**src/rtl/program_loader.sv**
```systemverilog
// Byte-stream boot loader: parses SYNC/addr/count/data frames and writes 16-bit words
// into instruction memory, holding the CPU in reset while a frame is in flight.
// Optional trailing 8-bit checksum byte: define LOADER_CHECKSUM_EN.
module program_loader #(
  parameter logic [7:0]  SYNC_BYTE = 8'hA5,
  parameter int unsigned MAX_WORDS = 256
) (
  input  logic        clk,
  input  logic        pc_reset,
  input  logic [7:0]  byte_in,
  input  logic        byte_valid,
  output logic        byte_ready,
  output logic [15:0] instruction_in,
  output logic [15:0] load_address,
  output logic        load_instruction,
  output logic        cpu_pc_reset,
  output logic        done,
  output logic        error
);

  localparam int unsigned AW = 16;
  localparam int unsigned DW = 16;
  localparam int unsigned BW = 8;

  typedef enum logic [3:0] {
    S_IDLE,
    S_ADDR_HI,
    S_ADDR_LO,
    S_CNT_HI,
    S_CNT_LO,
    S_DATA_HI,
    S_DATA_LO,
    S_WRITE,
    S_DONE,
    S_ERROR
`ifdef LOADER_CHECKSUM_EN
    , S_CHECK
`endif
  } state_t;

  state_t          r_state;
  logic [AW-1:0]   r_addr;
  logic [AW-1:0]   r_remaining;
  logic [BW-1:0]   r_cnt_hi;
  logic [BW-1:0]   r_data_hi;
  logic            r_byte_ready;
  logic [DW-1:0]   r_instruction_in;
  logic [AW-1:0]   r_load_address;
  logic            r_load_instruction;
  logic            r_cpu_pc_reset;
  logic            r_done;
  logic            r_error;

  logic            w_xfer;
  logic            w_is_sync;
  logic [AW-1:0]   w_count;

  assign w_xfer    = byte_valid & r_byte_ready;
  assign w_is_sync = (byte_in == SYNC_BYTE);
  assign w_count   = {r_cnt_hi, byte_in};

  assign byte_ready       = r_byte_ready;
  assign instruction_in   = r_instruction_in;
  assign load_address     = r_load_address;
  assign load_instruction = r_load_instruction;
  assign cpu_pc_reset     = r_cpu_pc_reset;
  assign done             = r_done;
  assign error            = r_error;

`ifdef LOADER_CHECKSUM_EN
  logic [BW-1:0] r_csum;

  // Running 8-bit sum of every accepted byte between SYNC and CHK
  always_ff @(posedge clk) begin
    if (pc_reset) begin
      r_csum <= '0;
    end else if (w_xfer) begin
      if (r_state == S_IDLE || r_state == S_ERROR) begin
        r_csum <= '0;
      end else if (r_state != S_CHECK) begin
        r_csum <= r_csum + byte_in;
      end
    end
  end
`endif

  // Frame parser FSM with registered outputs
  always_ff @(posedge clk) begin
    if (pc_reset) begin
      r_state            <= S_IDLE;
      r_addr             <= '0;
      r_remaining        <= '0;
      r_cnt_hi           <= '0;
      r_data_hi          <= '0;
      r_byte_ready       <= 1'b1;
      r_instruction_in   <= '0;
      r_load_address     <= '0;
      r_load_instruction <= 1'b0;
      r_cpu_pc_reset     <= 1'b0;
      r_done             <= 1'b0;
      r_error            <= 1'b0;
    end else begin
      r_load_instruction <= 1'b0;
      r_done             <= 1'b0;
      r_byte_ready       <= 1'b1;
      case (r_state)
        S_IDLE: begin
          if (w_xfer && w_is_sync) begin
            r_state        <= S_ADDR_HI;
            r_cpu_pc_reset <= 1'b1;
          end
        end
        S_ADDR_HI: begin
          if (w_xfer) begin
            r_addr[15:8] <= byte_in;
            r_state      <= S_ADDR_LO;
          end
        end
        S_ADDR_LO: begin
          if (w_xfer) begin
            r_addr[7:0] <= byte_in;
            r_state     <= S_CNT_HI;
          end
        end
        S_CNT_HI: begin
          if (w_xfer) begin
            r_cnt_hi <= byte_in;
            r_state  <= S_CNT_LO;
          end
        end
        S_CNT_LO: begin
          if (w_xfer) begin
            if (w_count > AW'(MAX_WORDS)) begin
              r_state <= S_ERROR;
              r_error <= 1'b1;
            end else if (w_count == '0) begin
`ifdef LOADER_CHECKSUM_EN
              r_state      <= S_CHECK;
`else
              r_state      <= S_DONE;
              r_done       <= 1'b1;
              r_byte_ready <= 1'b0;
`endif
            end else begin
              r_remaining <= w_count;
              r_state     <= S_DATA_HI;
            end
          end
        end
        S_DATA_HI: begin
          if (w_xfer) begin
            r_data_hi <= byte_in;
            r_state   <= S_DATA_LO;
          end
        end
        S_DATA_LO: begin
          if (w_xfer) begin
            r_instruction_in   <= {r_data_hi, byte_in};
            r_load_address     <= r_addr;
            r_load_instruction <= 1'b1;
            r_byte_ready       <= 1'b0;
            r_state            <= S_WRITE;
          end
        end
        S_WRITE: begin
          r_addr      <= r_addr + AW'(1);
          r_remaining <= r_remaining - AW'(1);
          if (r_remaining == AW'(1)) begin
`ifdef LOADER_CHECKSUM_EN
            r_state      <= S_CHECK;
`else
            r_state      <= S_DONE;
            r_done       <= 1'b1;
            r_byte_ready <= 1'b0;
`endif
          end else begin
            r_state <= S_DATA_HI;
          end
        end
`ifdef LOADER_CHECKSUM_EN
        S_CHECK: begin
          if (w_xfer) begin
            if (byte_in == r_csum) begin
              r_state      <= S_DONE;
              r_done       <= 1'b1;
              r_byte_ready <= 1'b0;
            end else begin
              r_state <= S_ERROR;
              r_error <= 1'b1;
            end
          end
        end
`endif
        S_DONE: begin
          r_cpu_pc_reset <= 1'b0;
          r_state        <= S_IDLE;
        end
        S_ERROR: begin
          if (w_xfer && w_is_sync) begin
            r_error <= 1'b0;
            r_state <= S_ADDR_HI;
          end
        end
        default: begin
          r_state <= S_IDLE;
        end
      endcase
    end
  end

endmodule

```
**config.mk**
```make
export PLATFORM = sky130hd
export DESIGN_NAME = program_loader
export DESIGN_NICKNAME = d
export VERILOG_FILES = /design/src/rtl/program_loader.sv
export SDC_FILE = /design/constraint.sdc
export NUM_CORES = 1
export LEC_CHECK = 0
export BUFFER_PORTS_ARGS = -buffer_cell sky130_fd_sc_hd__buf_2
export CORE_MARGIN = 2
export CORE_UTILIZATION = 54
export DETAILED_ROUTE_END_ITERATION = 10
export GPL_TIMING_DRIVEN = 0
export PLACE_DENSITY = 0.77
export SLEW_MARGIN = 25
export SYNTH_ARGS = -nofsm -noshare
export SYNTH_HDL_FRONTEND = slang
export SYNTH_SLANG_ARGS = --single-unit
```
**constraint.sdc**
```tcl
create_clock -name clk -period 2.4 [get_ports clk]
set_input_delay 0.48 -clock clk [delete_from_list [all_inputs] [get_ports clk]]
set_output_delay 0.48 -clock clk [all_outputs]
set_load 0.01 [all_outputs]
```
### Yosys cells after proc, flatten, opt, wreduce, memory -nomap -nowiden

Index checks and enable logic that the tools add are counted.

* bits of input ports: 11
* flip-flop bits (word level): 89

* eq/ne operators: 23
* $lt $le $gt $ge: 1
* add/sub/neg operators: 2
* reduce and logical (&&, ||, !) cells: 19
* muxes and demuxes: 36
* bitwise operators: 2

Operators by type and width (number)
* two-way mux 16 bit: 3
* two-way mux 4 bit: 10
* one-hot mux 16 bit (2 select lines): 1
* one-hot mux 4 bit (8 select lines): 1
* one-hot mux 8 bit (2 select lines): 2
* != test 2 bit, second input constant: 11
* adder 16 x 1 -> 16 bit, second input constant: 1
* == test 16 x 1 -> 1 bit, second input constant: 1
* == test 4 x 3 -> 1 bit, second input constant: 4
* > comparator 16 x 9 -> 1 bit, second input constant: 1
* zero test 16 bit: 1
* subtractor 16 x 1 -> 16 bit, second input constant: 1
* two-way mux 1 bit: 14
* AND reduction 2 bit: 6
* nonzero test 2 bit: 5
* == test 4 x 2 -> 1 bit, second input constant: 2
* == test 4 bit, second input constant: 2
* == test 8 bit, second input constant: 1
* two-way mux 8 bit: 1
* AND reduction 4 bit: 2
* AND reduction 7 bit: 1
* one-hot mux 1 bit (2 select lines): 3
* == test 4 x 1 -> 1 bit, second input constant: 1
* zero test 4 bit: 1
* 6 further kinds: 7

### Logic depth before layout (Yosys ltp)

* depth in word-level cells: 5
* mapped depth: 8

### Worst setup path after synthesis

OpenSTA, ideal clock, no wires.

* path kind: input -> register
* start: input port byte_in[7]
* end: register r_remaining[6]
* required time: 2.283 ns
* stages on the path: 6
* path buffers: 1
* path slack: 0.229 ns
* setup time: 0.117 ns
* data arrival time: 2.054 ns
* path through: buf_2 or4_4 or3_4 a21oi_4 nor2_4 a32o_1

* longest elaborated chain between the ends: 3
* elaborated cells on any way between the ends: 5
* classes of those cells: order compare: 1; eq/ne: 2; reduce/logical: 2

RTL lines
* start, declared: RTL line 10 `input logic [7:0] byte_in,`
* > comparator 16 x 9 -> 1 bit or zero test 16 bit (tied branches): RTL line 133, 136
* != test 2 bit (no source line)
* AND reduction 4 bit (no source line) (*)
* end signal, assigned: RTL line 145 `r_remaining <= w_count;`
* end signal, assigned: RTL line 167 `r_remaining <= r_remaining - AW'(1);`
* end, declared: RTL line 43 `logic [AW-1:0] r_remaining;`

Every way passes the cells marked *; elsewhere a longest branch is shown, timed or not.
A chain may end at the register's enable or synchronous reset.

### Worst setup path after layout

* start: register r_remaining[2]
* end: register r_remaining[13]

* longest elaborated chain between the ends: 2

RTL lines
* subtractor 16 x 1 -> 16 bit: RTL line 167
* one-hot mux 16 bit (2 select lines): RTL line 106 `case (r_state)`

No other way between the ends.

==> flow_summary.yaml <==
run_status:
  status: "finished, final reports clean"
global_route:
  grtUsageTotal_pct: 29.7
  antenna_found_initial: 0
  gr-total-overflow: 0
  grt_pass1_wl_um: 19800
  grt_max_degree: 19
  grt_pass1_vias: 3853
routing:
  drcViolationCount: 0
  firstDrtPassIters: 5
  route.met3.wl_um: 1090
  drtAntennaViolNets: 0
  via_per_inst: 6.27
  routed.top_layer: "met4"
  wire_per_inst_um: 17.8
  wl_met2_um: 5640
  drt-total-wl_um: 12000
  m1WireLength_um: 5020
  num_vias: 4237
  drtIter0Drc: 479
clocking:
  cts_tree: "yes"
  cts_htree_levels: 3
  clk_latency_ns: 0.38
  root_buffer: "clkbuf_8"
  cts_setup_buffers: 0
  cts_buffers: 9
  cts_sinks: 89
  clkSlewWorstSetupHoldPaths_ns: 0.10
  cts_hold_buffers: 0
  cts.path.max_buffers: 2
  cts-resized-gates: 0
place:
  dpl.hpwl_um: 8120
  place.gp.congestion: 0.944
  place_inst: 660
  portBuffers: 43
  dpl_cell_area_um2: 4520
synth:
  synth_cell_type_count: 60
  async_flop_share_pct: 0
  synth_top_area_share_pct: 42.7
  synth.area.top_cells: "dfxtp_1 (43%), nand2_1 (7.5%), a21oi_1 (7.0%), mux2i_1 (4.3%), nor2_1 (4.3%)"
  yosysTopAreaCell: "dfxtp_1"
  syn_inst: 515
  synth_nets: 529
  synthFlopType: "dfxtp_1"
  synth_warnings: 0
  synth_area_per_cell_um2: 8.11
  synth-seq-cells: 89
  synth_edf_count: 0
  synth_seq_area_share_pct: 42.7
  synth_area_um2: 4180
worst_setup_path:
  cp_max_fo: 7
  cp-start-kind: "flop"
  critPathSlowestCell: "nor4_1"
  end_kind: "flop"
  crit_chain: "nor4_1 > nand3b_1 > nor3_1 > o211ai_1 > o211a_1"
  worstSetupPathType: "reg -> reg"
  critPathArrivalTime_ns: 2.49
  reg2reg_setup_slack_ns: 0.20
  cp.required_ns: 2.69
  worst_path_largest_cell_delay_ns: 0.75
die:
  die_w_um: 91.9
  coreArea_um2: 7610
  initial_core_util_pct: 54.9
  dieArea_um2: 8450
  num_io_pins: 48
  num_rows: 32
  die_h_um: 91.9
finish:
  final_common_cell: "dfxtp_1"
  nets: 583
  syn_to_final_growth_pct: 13.7
  n_antenna_cell: 0
  stdcell_area_um2: 4750
  stdcell_count: 676
  final_cell_mix: "dfxtp_1 (89), nand2_1 (83), a21oi_1 (58)"
  nFillCells: 694
  drive_above_1_share_pct: 15.2
  fin_util_pct: 62.4
power:
  pwr-share-seq_pct: 47.0
  p_sw_share_pct: 36.5
  vdd_drop_max_v: 0.000363
  intPower_uw: 2250
  switching_power_uw: 1300
  combPwrFrac_pct: 23.5
  power.density_nw_per_um2: 748
  power_frac_clock_pct: 29.4
  p_leak_uw: 0.00172
timing:
  setup_viol: 0
  hold_viol: 0
  maxSlewViolCount: 0
  tightest_slew_ns: 0.934
  fmax_mhz: 454
  fin_crit_sh_pct: 91.7
  final.setup_skew_ns: 0.00723
  slew-limit-headroom_pct: 37.3
  period_needed_ns: 2.20
  rsz0062_at_grt: "no"
flow_run:
  maxCapViolCount: 0
worst_hold_path:
  worstHoldPathType: "reg -> reg"
-- power by group through the flow --
stage / clock network [uW] / logic, uW / registers, uW
CTS: 1050 / 804 / 1660
detailed placement: 0 / 797 / 1700
global route: 1110 / 912 / 1680
floorplan: 0 / 602 / 1670
global placement: 0 / 785 / 1700
finish: 1040 / 835 / 1670
-- cell type report --
cell class              instances  area [um^2]  share of cell area (%)
flip-flops and latches         89         1780                    37.5
well taps                     102          128                    2.69
plain buffers                  37          149                    3.14
clock buffers                   9          124                    2.61
multi-input cells             380         2240                    47.2
inverters                       9         33.8                   0.712
clock inverters                 7         73.8                    1.56
repair buffers                 43          215                    4.53
-- layer usage --
layer	vias to the layer above	global-route usage [%]
li1	1978	-
met1	1996	39.6
met2	231	47.7
met3	32	5.18
met4	0	12.2
met5	-	0
-- state kept, by name, summed over array words and instances, names as in the netlist --
name and cells:
byte_ready 1, cpu_pc_reset 1, done 1, error 1
instruction_in 16, load_address 16, load_instruction 1, r_addr 16
r_cnt_hi 8, r_data_hi 8, r_remaining 16, r_state 4
-- worst paths after layout --
check | endpoint | start | cells past startpoint
hold reg to reg | load_address[7] | load_address[7] | 2
setup / recovery | r_remaining[13] | r_remaining[2] | 5
hold / removal | load_address[7] | load_address[7] | 2
setup reg to reg | r_remaining[13] | r_remaining[2] | 5
-- critical path: cells and delay by family (launching register included) --
family | cells | cell delay, ns
AOI/OAI and AO/OA | 2 | 0.27
and+or+nand+nor | 3 | 1.46
DFF | 1 | 0.37
-- cell families (layout without fill, tap and decap cells) --
kind of cell / Yosys count / after routing / share of synthesized area (%)
AO/OA/AOI/OAI: 138 / 138 / 21.5
XOR/XNOR: 1 / 1 / 0.210
adder cells (fa/ha/maj): 3 / 3 / 0.899
buffers and inverters: 46 / 105 / 4.31
flip-flops: 89 / 89 / 42.7
multiplexers: 18 / 18 / 4.31
AND/OR/NAND/NOR: 220 / 220 / 26.1
-- metrics by stage --
stage	worst slack [ns]	hold slack (ns)	power, uW	TNS, ns
final	0.199	0.455	3550	0
after global routing	0.0423	0.469	3700	0
after floorplan	0.229	0.423	2270	0
after CTS	0.0532	0.458	3520	0
after global placement	-0.128	0.439	2480	-0.828
after detailed placement	-0.172	0.444	2500	-1.03
-- cell usage after synthesis, types with 4 or more instances --
cell type   n
buf_2       5
nor4_1     12
nand2b_1    4
o31ai_1     9
nor2_1     48
clkbuf_1   30
a21oi_1    58
and3_1      8
or3_1       4
nand3b_1    4
a31oi_1     8
nand3_1    14
a32oi_1     4
a31o_2      4
nand2_1    83
dfxtp_1    89
o21ai_0    19
a211oi_1    8
nand4_1     5
nor3_1     16
inv_1       9
mux2i_1    18
or4_1       4
o21a_1      4
Power figures use the tool's default switching activity.
